$ cat config.mk
export PLATFORM = sky130hd
export DESIGN_NAME = syn_i2s_slave_xcvr
export DESIGN_NICKNAME = d
export VERILOG_FILES = /design/src/rtl/syn_i2s_slave_xcvr.sv
export SDC_FILE = /design/constraint.sdc
export NUM_CORES = 1
export LEC_CHECK = 0
export ABC_CLOCK_PERIOD_IN_PS = 7050
export BUFFER_PORTS_ARGS = -buffer_cell sky130_fd_sc_hd__buf_2
export CAP_MARGIN = 20
export CORE_UTILIZATION = 35
export CTS_BUF_LIST = sky130_fd_sc_hd__clkbuf_8
export CTS_CLUSTER_SIZE = 20
export DETAILED_ROUTE_END_ITERATION = 12
export SLEW_MARGIN = 20
export SYNTH_ARGS = -nofsm -noshare
export SYNTH_HDL_FRONTEND = slang
export SYNTH_SLANG_ARGS = --single-unit
$ cat constraint.sdc
create_clock -name clk_ir -period 7.05 [get_ports clk_ir]
set_input_delay 1.0575 -clock clk_ir [delete_from_list [all_inputs] [get_ports clk_ir]]
set_output_delay 1.0575 -clock clk_ir [all_outputs]
set_load 0.02 [all_outputs]
$ cat src/rtl/syn_i2s_slave_xcvr.sv
// I2S / DSP-mode-A slave transceiver for a WM8731 acting as audio clock master.
// The codec owns BCLK and LRC. Both are oversampled in the clk_ir domain.
// DAC PCM is shifted out MSB first. ADC PCM is captured into the egress pair.
// The bit index is log2(P_PCM_W) wide, so P_PCM_W must be at least 32 to hold a
// 32 bits/sample channel.
module syn_i2s_slave_xcvr #(
  parameter int P_SYNC_STAGES = 2,
  parameter int P_PCM_W       = 32
) (
  input  logic               clk_ir,
  input  logic               rst_sync,
  input  logic               dac_en,
  input  logic               adc_en,
  input  logic               bps,
  input  logic               codec_bclk,
  input  logic               codec_lrc,
  input  logic               codec_adc_dat,
  output logic               codec_dac_dat,
  input  logic               ingr_pcm_valid,
  input  logic [P_PCM_W-1:0] ingr_pcm_lchnnl,
  input  logic [P_PCM_W-1:0] ingr_pcm_rchnnl,
  output logic               ingr_ack,
  output logic               egr_pcm_valid,
  output logic [P_PCM_W-1:0] egr_pcm_lchnnl,
  output logic [P_PCM_W-1:0] egr_pcm_rchnnl,
  output logic               underrun,
  output logic               frame_err
);

  localparam int LP_CW = $clog2(P_PCM_W);

  typedef enum logic [1:0] {S_IDLE, S_WAIT_FS, S_LCHNL, S_RCHNL} state_t;

  state_t                   r_state, w_state_nxt;
  logic [P_SYNC_STAGES-1:0] r_bclk_sync, r_lrc_sync, r_adc_sync;
  logic                     r_bclk_prev, r_lrc_smp;
  logic                     w_bclk_s, w_lrc_s, w_adc_s;
  logic                     w_bclk_rise, w_bclk_fall, w_fs;
  logic                     w_in_frame, w_last_bit, w_start, w_frm_done;
  logic [LP_CW-1:0]         r_bit_cnt, w_n_m1, w_tx_idx;
  logic                     r_bps, r_adc_en_f, r_dac_dat, r_egr_valid;
  logic [P_PCM_W-1:0]       r_tx_l, r_tx_r, r_rx_l, r_rx_r, w_rx_r_shift;
  logic [P_PCM_W-1:0]       r_egr_l, r_egr_r;

  // 16 bits/sample results are sign-extended to the full port width.
  function automatic logic [P_PCM_W-1:0] f_fmt(input logic [P_PCM_W-1:0] v, input logic wide);
    return wide ? v : {{(P_PCM_W-16){v[15]}}, v[15:0]};
  endfunction

  assign w_bclk_s     = r_bclk_sync[P_SYNC_STAGES-1];
  assign w_lrc_s      = r_lrc_sync[P_SYNC_STAGES-1];
  assign w_adc_s      = r_adc_sync[P_SYNC_STAGES-1];
  assign w_bclk_rise  = w_bclk_s & ~r_bclk_prev;
  assign w_bclk_fall  = ~w_bclk_s & r_bclk_prev;
  // The LRC value sampled on this rise is the live synchronised value. The previous one is r_lrc_smp.
  assign w_fs         = w_bclk_rise & w_lrc_s & ~r_lrc_smp;
  assign w_in_frame   = (r_state == S_LCHNL) || (r_state == S_RCHNL);
  assign w_n_m1       = r_bps ? LP_CW'(31) : LP_CW'(15);
  assign w_last_bit   = (r_bit_cnt == w_n_m1);
  assign w_tx_idx     = w_n_m1 - r_bit_cnt;
  assign w_rx_r_shift = {r_rx_r[P_PCM_W-2:0], w_adc_s};

  assign codec_dac_dat  = r_dac_dat & dac_en & w_in_frame;
  assign egr_pcm_valid  = r_egr_valid;
  assign egr_pcm_lchnnl = r_egr_l;
  assign egr_pcm_rchnnl = r_egr_r;

  // Synchronise the codec pins and keep the BCLK and LRC history used for edge detection.
  always_ff @(posedge clk_ir or posedge rst_sync) begin
    if (rst_sync) begin
      r_bclk_sync <= '0;
      r_lrc_sync  <= '0;
      r_adc_sync  <= '0;
      r_bclk_prev <= 1'b0;
      r_lrc_smp   <= 1'b0;
    end else begin
      // NOTE: non-blocking assignments let every stage see the previous stage's old value, forming a real shift chain.
      r_bclk_sync <= {r_bclk_sync[P_SYNC_STAGES-2:0], codec_bclk};
      r_lrc_sync  <= {r_lrc_sync[P_SYNC_STAGES-2:0], codec_lrc};
      r_adc_sync  <= {r_adc_sync[P_SYNC_STAGES-2:0], codec_adc_dat};
      r_bclk_prev <= w_bclk_s;
      if (w_bclk_rise) r_lrc_smp <= w_lrc_s;
    end
  end

  // State register.
  always_ff @(posedge clk_ir or posedge rst_sync) begin
    if (rst_sync) r_state <= S_IDLE;
    else          r_state <= w_state_nxt;
  end

  // Next-state logic plus the frame-start strobes (ack, underrun, frame error).
  always_comb begin
    // NOTE: every output gets a default first, so no path leaves a value held and no latch is inferred.
    w_state_nxt = r_state;
    w_start     = 1'b0;
    w_frm_done  = 1'b0;
    frame_err   = 1'b0;
    ingr_ack    = 1'b0;
    underrun    = 1'b0;
    case (r_state)
      S_IDLE:    if (dac_en || adc_en) w_state_nxt = S_WAIT_FS;
      S_WAIT_FS: begin
        if (!(dac_en || adc_en)) w_state_nxt = S_IDLE;
        else if (w_fs) begin
          w_start     = 1'b1;
          w_state_nxt = S_LCHNL;
        end
      end
      S_LCHNL, S_RCHNL: begin
        if (w_fs) begin
          // An early frame start drops the partial frame and restarts it cleanly.
          frame_err   = 1'b1;
          w_start     = 1'b1;
          w_state_nxt = S_LCHNL;
        end else if (w_bclk_rise && w_last_bit) begin
          w_state_nxt = (r_state == S_LCHNL) ? S_RCHNL : S_WAIT_FS;
          w_frm_done  = (r_state == S_RCHNL);
        end
      end
      default:   w_state_nxt = S_IDLE;
    endcase
    if (w_start) begin
      ingr_ack = dac_en & ingr_pcm_valid;
      underrun = dac_en & ~ingr_pcm_valid;
    end
  end

  // Per-frame datapath: bit counter, transmit and receive registers, DAC bit and egress pair.
  always_ff @(posedge clk_ir or posedge rst_sync) begin
    if (rst_sync) begin
      r_bit_cnt   <= '0;
      r_bps       <= 1'b0;
      r_adc_en_f  <= 1'b0;
      r_tx_l      <= '0;
      r_tx_r      <= '0;
      r_rx_l      <= '0;
      r_rx_r      <= '0;
      r_dac_dat   <= 1'b0;
      r_egr_valid <= 1'b0;
      r_egr_l     <= '0;
      r_egr_r     <= '0;
    end else begin
      r_egr_valid <= 1'b0;
      if (w_start) begin
        r_bit_cnt  <= '0;
        r_bps      <= bps;
        r_adc_en_f <= adc_en;
        r_tx_l     <= (dac_en && ingr_pcm_valid) ? ingr_pcm_lchnnl : '0;
        r_tx_r     <= (dac_en && ingr_pcm_valid) ? ingr_pcm_rchnnl : '0;
        r_rx_l     <= '0;
        r_rx_r     <= '0;
        r_dac_dat  <= 1'b0;
      end else begin
        if (w_bclk_rise && w_in_frame) begin
          r_bit_cnt <= w_last_bit ? '0 : r_bit_cnt + 1'b1;
          if (r_state == S_LCHNL) r_rx_l <= {r_rx_l[P_PCM_W-2:0], w_adc_s};
          else                    r_rx_r <= w_rx_r_shift;
        end
        if (w_frm_done) begin
          r_dac_dat <= 1'b0;
          if (r_adc_en_f) begin
            r_egr_valid <= 1'b1;
            r_egr_l     <= f_fmt(r_rx_l, r_bps);
            r_egr_r     <= f_fmt(w_rx_r_shift, r_bps);
          end
        end else if (w_bclk_fall) begin
          // Mode A: the bit is driven on the fall so the codec samples it on the next rise.
          case (r_state)
            S_LCHNL: r_dac_dat <= r_tx_l[w_tx_idx];
            S_RCHNL: r_dac_dat <= r_tx_r[w_tx_idx];
            default: r_dac_dat <= 1'b0;
          endcase
        end
      end
    end
  end

endmodule
==> results of run 1 <==
-- worst max path at each step --
stage	startpoint	end	slack [ns]	depth (start not counted)
finish	r_state[0]$_DFFE_PP0P_	ingr_ack	2.57	6
global route	r_bclk_prev$_DFF_PP0_	ingr_ack	2.31	6
CTS	r_state[0]$_DFFE_PP0P_	ingr_ack	2.53	6
detailed placement	dac_en	ingr_ack	2.57	7
global placement	dac_en	ingr_ack	2.59	7
floorplan	rst_sync	egr_pcm_lchnnl[0]$_DFFE_PP0P_	0.25	1
-- routing by layer --
metal	routed length [microns]	GRT usage	vias to the layer above
li1	-	-	2982
met4	329	0.0472	0
met5	0	0	-
met3	1110	0.0390	33
met1	9050	0.212	2896
met2	8320	0.228	165
-- area by class of cell --
type                    count  area (sq um)  share of cell area
flip-flops and latches    210          5260               0.501
well taps                 324           405              0.0387
clock buffers              48           661              0.0630
inverters                   4          22.5             0.00215
multi-input cells         503          3250               0.310
repair buffers            151           781              0.0745
clock inverters            19           106              0.0101
-- cells in the final DEF, fill, tap and decap left out, types with 7 or more instances in the layout --
cell type  count
dfrtp_1      210
mux2i_1       17
o21ai_1       35
buf_2        141
clkbuf_8      48
mux4_2         8
nand2_1      176
inv_1         16
buf_4         10
nor2b_1        7
mux2_4        32
o21ai_0       33
a22o_1        64
a21oi_1       70
nor2_1        14
-- logic make-up after synthesis --
logic type      share of synthesized area
mux                                0.0959
buf+inv                            0.0348
compound gates                      0.157
simple gates                        0.108
xor+xnor                          0.00385
fa+ha+maj                         0.00143
flops                               0.599
-- power breakdown --
part	internal, mW	switching, mW
Combinational	0.290	0.346
Clock	0.647	0.488
Sequential	1.41	0.181
-- sequential cells by signal, indices dropped and copies added, names as in the netlist, 2 cells and up --
register and count:
r_adc_sync 2, r_rx_l 32, r_rx_r 31, r_state 2
r_bit_cnt 5, r_tx_l 32, r_tx_r 32, egr_pcm_lchnnl 32
r_bclk_sync 2, r_lrc_sync 2, egr_pcm_rchnnl 32
-- metrics by stage --
step                instances   util  cell area, sq um
finish                   1259  0.428             10500
global route             1259  0.428             10500
floorplan                 777      -              8780
global placement         1192  0.397              9710
CTS                      1259  0.428             10500
detailed placement       1192  0.397              9710
-- critical path, cell delays in order, from the launching register on --
cell	delay, ns
dfrtp_1	0.63
o21a_1	0.26
nor2_1	0.08
nor2_4	0.78
and3_2	0.30
buf_4	0.54
buf_2	0.29
==> results.md, run 1 <==
* Total count of max-transition violations in the final report at 0
* All-Layer GR Usage at 0.151
* Routed Wire Length at 18,800 microns
* Net count reported at finish at 982
* Maximum clock rate at 0.223 GHz
* Final Hold Vio Count at 0
* Most used standard cell by instance count after synthesis: dfrtp_1
* Proportion of layout cells with a drive suffix above 1 at 0.275
* Initial core utilization at 0.359
* Clock buffer count from CTS at 38
* Minimum setup slack among reg-to-reg paths at 4.07 ns
* Setup_tns at 0 ns
* Post-detailed-route count of antenna-violating nets at 0
* Clock transition at the register clock pins on the worst setup and hold paths after CTS at 0.06 ns
* Total Power at 3.36 mW
* Setup repair after global routing missed its margin: no
* Worst Reg2Reg Path Length in Cells at 6
* Ranking of synthesized cells by area: dfrtp_1, nand2_1, a22o_1
* Net Count, Synth at 851
* Pwr dens at 320 mW/mm^2
* Clock root cell: clkbuf_8
* Post-Synthesis Cell Area at 0.00878 sq mm
* Number of top-level pins at 142
* Worst Hold Depth at 0
* Hold_sp: r_adc_sync[0]$_DFF_PP0_
* Setup violators final at 0
* Height of the chip at 160 microns
* CTS HTree Levels at 2
* Avg Inst Size Synth at 11.3 sq um
* TritonCTS clock tree: built
* Final WS setup at 2.57 ns
* Actual transition at the worst max-transition pin at approximately 1.0 ns
* Kind of critical path: reg2out
* Die area at 0.0257 sq mm
* Initial DRC Count at between 300 and 400
* Total grt overflow at 0
* Via density per instance at approximately 4.8
* Antenna cell count at 0
* Final worst hold slack at 0.350 ns
* Via Count at slightly above 6,000
* Number of buffers added for setup after CTS at 0
* Drt pass-1 iters at 4
* Cell type with the highest aggregate area in the netlist: dfrtp_1
* Clock sink count at 210
* Dominant synthesized flop cell: dfrtp_1
* Filler Cells Inserted at 2,359
* Cell leakage power at 5.17 nW
* Count of port buffers added during placement at 141
* Max_slew headroom at 0.312
* Seq cells post-synth at 210
* Die Span X at roughly 160 microns
* Critical Path Source Type: flop
* Antenna violations before repair at 0
* Maxcap violations at 0
* Syn. warnings at 0
* Worst-case vdd ir drop at 178 uV
* Share of Yosys cell area claimed by the top area cell type at 0.599
* Final period demand of the worst path at 4.48 ns
* Number of enable flip-flop cells after synthesis at 0
* Number of buffers inserted for hold repair after clock tree synthesis at 0
* Maximum number of buffers from clock root to sink at 3
* Core area at around 0.024 sq mm
* Top cells by count, synth: dfrtp_1, nand2_1, a21oi_1
* Number of distinct library cells after synthesis at 47
* Worst reg2reg path endpoint: egr_pcm_lchnnl[5]$_DFFE_PP0P_
* PostCTS Resize Cnt at 0
* HPWL after detailed placement at 12,000 microns
* Via count of the first global-routing pass at 6,042
* Routability Congestion at 0.735
* Share of flip-flops with an asynchronous set or reset after synthesis at 1.00
* Syn Inst Count at about 780
* Global-route wire length before repair at 31,400 microns
* Source-to-sink clock delay at the later pin of the worst-skew pair at ~0.52 ns
* CP arrival at about 3.4 ns
* Final worst path period share at 0.635
* Wire length per cell at 14.9 microns
* Run status: complete, no violations
* Minimum setup slack after placement at 2.57 ns
* Site Rows at 57
* Class of the most critical hold timing path: reg2reg
* Endpoint, Worst Hold: r_adc_sync[1]$_DFF_PP0_
* Maximum number of pins on one net before global-route repair at 98
* Biggest fanout along the worst timing path at 65
* Crit. End Element: primary output
* Required time at the endpoint of the critical path at 5.99 ns
* Start of the worst register-to-register path: r_bit_cnt[2]$_DFFE_PP0P_
* Post-synthesis sequential area ratio at 0.599
* Synth-to-Final Area Change at 19.4%
* DRC violation count after routing at 0
* Clk_skew at 0.0168 ns
No activity file was read; power rests on OpenSTA's default activity.
==> run 2: changes to the inputs <==
--- a/config.mk
+++ b/config.mk
@@ -5,7 +5,7 @@
 export SDC_FILE = /design/constraint.sdc
 export NUM_CORES = 1
 export LEC_CHECK = 0
-export ABC_CLOCK_PERIOD_IN_PS = 7050
+export ABC_CLOCK_PERIOD_IN_PS = 3900
 export BUFFER_PORTS_ARGS = -buffer_cell sky130_fd_sc_hd__buf_2
 export CAP_MARGIN = 20
 export CORE_UTILIZATION = 35
==> constraint.sdc (replaced) <==
create_clock -name clk_ir -period 3.9 [get_ports clk_ir]
set_input_delay 0.585 -clock clk_ir [delete_from_list [all_inputs] [get_ports clk_ir]]
set_output_delay 0.585 -clock clk_ir [all_outputs]
set_load 0.02 [all_outputs]
==> run 2 against run 1 <==
  * Clock power increased by 73%
  * Flip-flop and latch count is the same
  * Via count is 0.86% lower
  * Combinational power increased by 86%
  * Clock skew rose by 0.0048 ns
  * Routed wire length rose by 2.4%
  * Sequential share of layout area hardly changed
  * Worst hold slack worse by 0.16 ns
  * Die area unchanged
==> results.md, run 2 (synthesis results as in run 1) <==
* Run status: complete, no violations
* Class of the most critical hold timing path: in2reg
* Clock transition at the register clock pins on the worst setup and hold paths after CTS at 0.06 ns
* Crit. End Element: primary output
* Maxcap violations at 0
* Setup violators final at 0
* PostCTS Resize Cnt at 0
* Pwr dens at 571 mW/mm^2
* Number of top-level pins at ~140
* HPWL after detailed placement at 12,100 microns
* Total Power at 5.98 mW
* Clock buffer count from CTS at 37
* DRC violation count after routing at 0
* Minimum setup slack among reg-to-reg paths at 1.40 ns
* Biggest fanout along the worst timing path at 34
* Final worst hold slack at 0.190 ns
* CP arrival at 2.53 ns
* Die Span X at 160 microns
* Wire length per cell at 15.3 microns
* Number of buffers added for setup after CTS at 0
* Final worst path period share at 0.798
* Antenna violations before repair at 0
* Detailed-routing wirelength on met1 at between 9000 and 10,000 microns
* Via Count at 6,024
* Amount of wire on met2 after detailed routing at 8490 microns
* Clk_skew at 0.0217 ns
* Site Rows at 57
* Setup_tns at 0 ns
* Kind of critical path: reg2out
* Routed Wire Length at 19,300 microns
* Required time at the endpoint of the critical path at ~3.3 ns
* Via density per instance at 4.80
* Maximum clock rate at 0.321 GHz
* Maximum number of pins on one net before global-route repair at 98
* Highest-count cells in the layout ignoring fill and taps: dfrtp_1, nand2_1, buf_2
* Final Hold Vio Count at 0
* Setup repair after global routing missed its margin: no
* Die area at 0.0257 sq mm
* Number of buffers inserted for hold repair after clock tree synthesis at 0
* Worst Reg2Reg Path Length in Cells at 6
* Core area at approximately 0.024 sq mm
* Most common cell after layout, fill and taps aside: dfrtp_1
* Synth-to-Final Area Change at 19.4%
* CTS HTree Levels at 2
* Source-to-sink clock delay at the later pin of the worst-skew pair at between 0.5 and 0.6 ns
* Minimum setup slack after placement at 1.28 ns
* Cell leakage power at 5.15 nW
* Worst reg2reg path endpoint: egr_pcm_rchnnl[7]$_DFFE_PP0P_
* Initial core utilization at 0.359
* Clock root cell: clkbuf_8
* Start of the worst register-to-register path: r_bit_cnt[1]$_DFFE_PP0P_
* Proportion of layout cells with a drive suffix above 1 at 0.275
* Initial DRC Count at 364
* Final WS setup at 0.789 ns
* Total count of max-transition violations in the final report at 0
* Global-route wire length before repair at around 32,000 microns
* Critical Path Source: r_bclk_prev$_DFF_PP0_
* All-Layer GR Usage at 0.153
* Routed met3 length at about 1100 microns
* Critical Path Source Type: flop
* Max_slew headroom at 0.282
* Maximum number of buffers from clock root to sink at 3
* Count of port buffers added during placement at ~140
* Worst-case vdd ir drop at approximately 300 uV
* Routability Congestion at ~0.74
* Highest layer used for signal routing: met4
* Antenna cell count at 0
* Capturing instance or port of the critical path: underrun
* End-of-flow core utilization at 0.428
* Drt pass-1 iters at 4
* Clock sink count at 210
* Actual transition at the worst max-transition pin at 1.08 ns
* Net count reported at finish at about 980
* Final period demand of the worst path at between 3 and 4 ns
* Total grt overflow at 0
* Post-detailed-route count of antenna-violating nets at 0
* Via count of the first global-routing pass at 6,054
* Height of the chip at 160 microns
* TritonCTS clock tree: built
[run 2: final cells by class]
type	count	area, sq um
Clock buffer	48	661
Timing Repair Buffer	154	841
Clock inverter	12	52.6
Fill cell	2320	14000
Tap cell	324	405
Multi-Input combinational cell	503	3250
Inverter	4	18.8
Sequential cell	210	5260
[run 2: worst min path at each step]
stage / startpoint / end / slack, ns / cells after the start
2_1_floorplan: r_adc_sync[0]$_DFF_PP0_ / r_adc_sync[1]$_DFF_PP0_ / 0.33 / 0
3_3_place_gp: r_adc_sync[0]$_DFF_PP0_ / r_adc_sync[1]$_DFF_PP0_ / 0.33 / 0
3_5_place_dp: r_bclk_sync[0]$_DFF_PP0_ / r_bclk_sync[1]$_DFF_PP0_ / 0.34 / 0
4_1_cts: codec_adc_dat / r_adc_sync[0]$_DFF_PP0_ / 0.16 / 1
5_1_grt: codec_adc_dat / r_adc_sync[0]$_DFF_PP0_ / 0.17 / 1
6_report: codec_adc_dat / r_adc_sync[0]$_DFF_PP0_ / 0.19 / 1
[run 2: layer usage]
metal / track usage / vias up
li1: - / 2979
met1: 0.218 / 2854
met2: 0.230 / 163
met3: 0.0385 / 28
met4: 0.0455 / 0
met5: 0 / -
[run 2: critical path, stage by stage, from the launching register on]
cell      delay, ns
dfrtp_1        0.43
nor2b_1        0.28
nand3b_1       0.23
nor2_4         0.32
buf_4          0.40
nand2_1        0.09
nor2_1         0.09
buf_2          0.16
[run 2: power by group]
group	internal (mW)	switching, mW	leakage [nW]	total (mW)
clock	1.09	0.862	0.399	1.95
sequential	2.54	0.309	2.85	2.85
combinational	0.532	0.647	1.90	1.18
total	4.17	1.82	5.15	5.98
[run 2: through the flow]
step	area (sq um)	std cells
after floorplan	8780	777
after global placement	9770	1195
after detailed placement	9770	1195
after CTS	10500	1255
after global routing	10500	1255
final	10500	1255
==> run 3: changes to the inputs <==
--- a/config.mk
+++ b/config.mk
@@ -5,7 +5,7 @@
 export SDC_FILE = /design/constraint.sdc
 export NUM_CORES = 1
 export LEC_CHECK = 0
-export ABC_CLOCK_PERIOD_IN_PS = 3900
+export ABC_CLOCK_PERIOD_IN_PS = 2500
 export BUFFER_PORTS_ARGS = -buffer_cell sky130_fd_sc_hd__buf_2
 export CAP_MARGIN = 20
 export CORE_UTILIZATION = 35
==> constraint.sdc (replaced) <==
create_clock -name clk_ir -period 2.5 [get_ports clk_ir]
set_input_delay 0.375 -clock clk_ir [delete_from_list [all_inputs] [get_ports clk_ir]]
set_output_delay 0.375 -clock clk_ir [all_outputs]
set_load 0.02 [all_outputs]
==> run 3 against run 2 <==
  * Clock skew decreased by 0.0031 ns
  * Sequential power increased by 53%
  * Worst hold slack got worse by 0.18 ns
  * Count of clock-buffer cells in the layout decreased by 1
  * Routed wire length decreased by 0.39%
  * First-iteration DRC count decreased by 18%
  * Critical path depth unchanged
  * Critical endpoint unchanged
  * Highest routed layer unchanged
==> results.md, run 3 (synthesis results as in run 1) <==
* Run status: complete, no violations
* Via count of the first global-routing pass at slightly above 6,000
* Required time at the endpoint of the critical path at 2.12 ns
* Core area at 0.0245 sq mm
* Synth-to-Final Area Change at 22.0%
* Initial core utilization at 0.359
* Final Hold Vio Count at 0
* P_sw at about 2.9 mW
* TritonCTS clock tree: built
* Slowest CP cell: dfrtp_2
* Clock sink count at 210
* Height of the chip at 160 microns
* Total grt overflow at 0
* Maxcap violations at 0
* Amount of wire on met2 after detailed routing at between 8000 and 9000 microns
* Actual transition at the worst max-transition pin at ~0.93 ns
* Kind of critical path: reg2out
* HPWL after detailed placement at between 10,000 and 15,000 microns
* DRC violation count after routing at 0
* Via Count at 6,162
* Crit. End Element: primary output
* Clock root cell: clkbuf_8
* Start of the worst register-to-register path: r_bclk_prev$_DFF_PP0_
* Antenna violations before repair at 0
* End-of-flow core utilization at 0.438
* CTS HTree Levels at 2
* Die area at 0.0257 sq mm
* Proportion of layout cells with a drive suffix above 1 at 0.289
* Clock transition at the register clock pins on the worst setup and hold paths after CTS at roughly 0.060 ns
* Net count reported at finish at ~1,000
* Biggest fanout along the worst timing path at 10
* Switching Fraction at 0.303
* Clock buffer count from CTS at 38
* Detailed-routing wirelength on met1 at 9340 microns
* Max stage delay on crit path at 0.44 ns
* Finished layout cell area at between 0.01 and 0.015 sq mm
* Source-to-sink clock delay at the later pin of the worst-skew pair at 0.53 ns
* Wire length per cell at 15.0 microns
* Final period demand of the worst path at around 2.4 ns
* Cell leakage power at 5.29 nW
* Maximum number of pins on one net before global-route repair at between 100 and 150
* Clk_skew at 0.0186 ns
* Critical-path cell list: nor2b_2, nand3b_1, nor2_4, buf_4, nand2_1, nor2_1, buf_2
* Pwr dens at 894 mW/mm^2
* Max_slew headroom at 0.377
* Worst-case vdd ir drop at 426 uV
* Cell Count, Final, Fillers Out at 1,277
* Via density per instance at ~4.8
* Critical Path Source Type: flop
* Worst reg2reg path endpoint: egr_pcm_lchnnl[1]$_DFFE_PP0P_
* Number of top-level pins at roughly 140
* Class of the most critical hold timing path: in2async
* Count of port buffers added during placement at 141
* Die Span X at roughly 160 microns
* Maximum number of buffers from clock root to sink at 3
* Drt pass-1 iters at 4
* Site Rows at 57
* Highest layer used for signal routing: met4
* Initial DRC Count at 299
* Count of placed standard cells including taps at 1,205
* Maximum clock rate at 0.420 GHz
* Routed met3 length at 1120 microns
* Final worst hold slack at 0.00879 ns
* Clock network fraction of design power at 0.335
* Minimum setup slack among reg-to-reg paths at 0.38 ns
* All-Layer GR Usage at 0.154
* Worst Reg2Reg Path Length in Cells at 7
* Setup repair after global routing missed its margin: no
* Relative contribution of sequential cells to total power at 0.457
* Routability Congestion at 0.733
* Post-detailed-route count of antenna-violating nets at 0
* CP arrival at approximately 2 ns
* Internal power component at 6.67 mW
* Routed Wire Length at 19,200 microns
* Highest-count cells in the layout ignoring fill and taps: dfrtp_1, nand2_1, buf_2
* Share of power burned in combinational logic at 0.208
* Final worst path period share at 0.952
* Total count of max-transition violations in the final report at 0
* Total placed instance area at a little under 0.01 sq mm
* Setup violators final at 0
* Antenna cell count at 0
* Most common cell after layout, fill and taps aside: dfrtp_1
* Global-route wire length before repair at 32,000 microns
==> run 3: cell types whose count changed in the layout (fill, tap and decap cells not counted), sizes merged <==
cell | before | now
inv | 13 | 17
clkbuf | 48 | 47
bufinv | 0 | 1
dlygate4sd3 | 0 | 3
clkinvlp | 3 | 1
clkinv | 0 | 5
buf | 154 | 166
==> run 3: layout make-up <==
| class | count | area (sq um) |
|---|---|---|
| multi-input cells | 503 | 3250 |
| repair buffers | 169 | 1010 |
| inverters | 4 | 18.8 |
| fillers | 2371 | 13800 |
| clock inverters | 20 | 118 |
| flip-flops and latches | 210 | 5260 |
| clock buffers | 47 | 647 |
| well taps | 324 | 405 |
==> run 3: through the flow <==
stage | setup TNS, ns | power (mW) | worst slack (ns)
after global placement | 0 | 6.41 | 0.353
after detailed placement | 0 | 6.45 | 0.326
after global routing | 0 | 10.2 | 0.00256
after CTS | 0 | 9.75 | 0.0575
after floorplan | -126.67 | 5.84 | -0.603
final | 0 | 9.58 | 0.121
==> run 3: critical path, delay by kind of cell (launching register included) <==
family / cells / cell delay, ns
buf+inv: 2 / 0.35
flops: 1 / 0.44
simple gates: 5 / 0.68
==> run 3: worst max path at each step <==
stage | slack [ns] | end | from | cells after the start
detailed placement | 0.33 | r_dac_dat$_DFFE_PP0P_ | r_bit_cnt[0]$_DFFE_PP0P_ | 7
floorplan | -0.60 | egr_pcm_lchnnl[0]$_DFFE_PP0P_ | rst_sync | 1
CTS | 0.06 | underrun | r_bclk_prev$_DFF_PP0_ | 7
global route | 0.003 | underrun | r_bclk_prev$_DFF_PP0_ | 7
global placement | 0.35 | r_dac_dat$_DFFE_PP0P_ | r_bit_cnt[0]$_DFFE_PP0P_ | 7
finish | 0.12 | underrun | r_bclk_prev$_DFF_PP0_ | 7
==> run 3: per-layer routing <==
metal  vias up  track usage
met3        33       0.0367
met5         -            0
met2       177        0.226
li1       3023            -
met1      2929        0.223
met4         0       0.0554
==> run 3: power groups by stage <==
| stage | clock, mW | sequential [mW] | combinational [mW] |
|---|---|---|---|
| after floorplan | 0 | 4.31 | 1.53 |
| after global placement | 0 | 4.42 | 1.99 |
| after detailed placement | 0 | 4.43 | 2.02 |
| after CTS | 3.35 | 4.38 | 2.03 |
| after global routing | 3.51 | 4.45 | 2.25 |
| final | 3.21 | 4.37 | 1.99 |
==> run 3: what timing repair did <==
item,4_1_cts,5_1_grt
pin swaps,0,1
hold buffers,3,0
endpoints found under the setup margin,2,1
endpoints found under the hold margin,3,0
gates resized for setup,2,1
buffers inserted,0,2
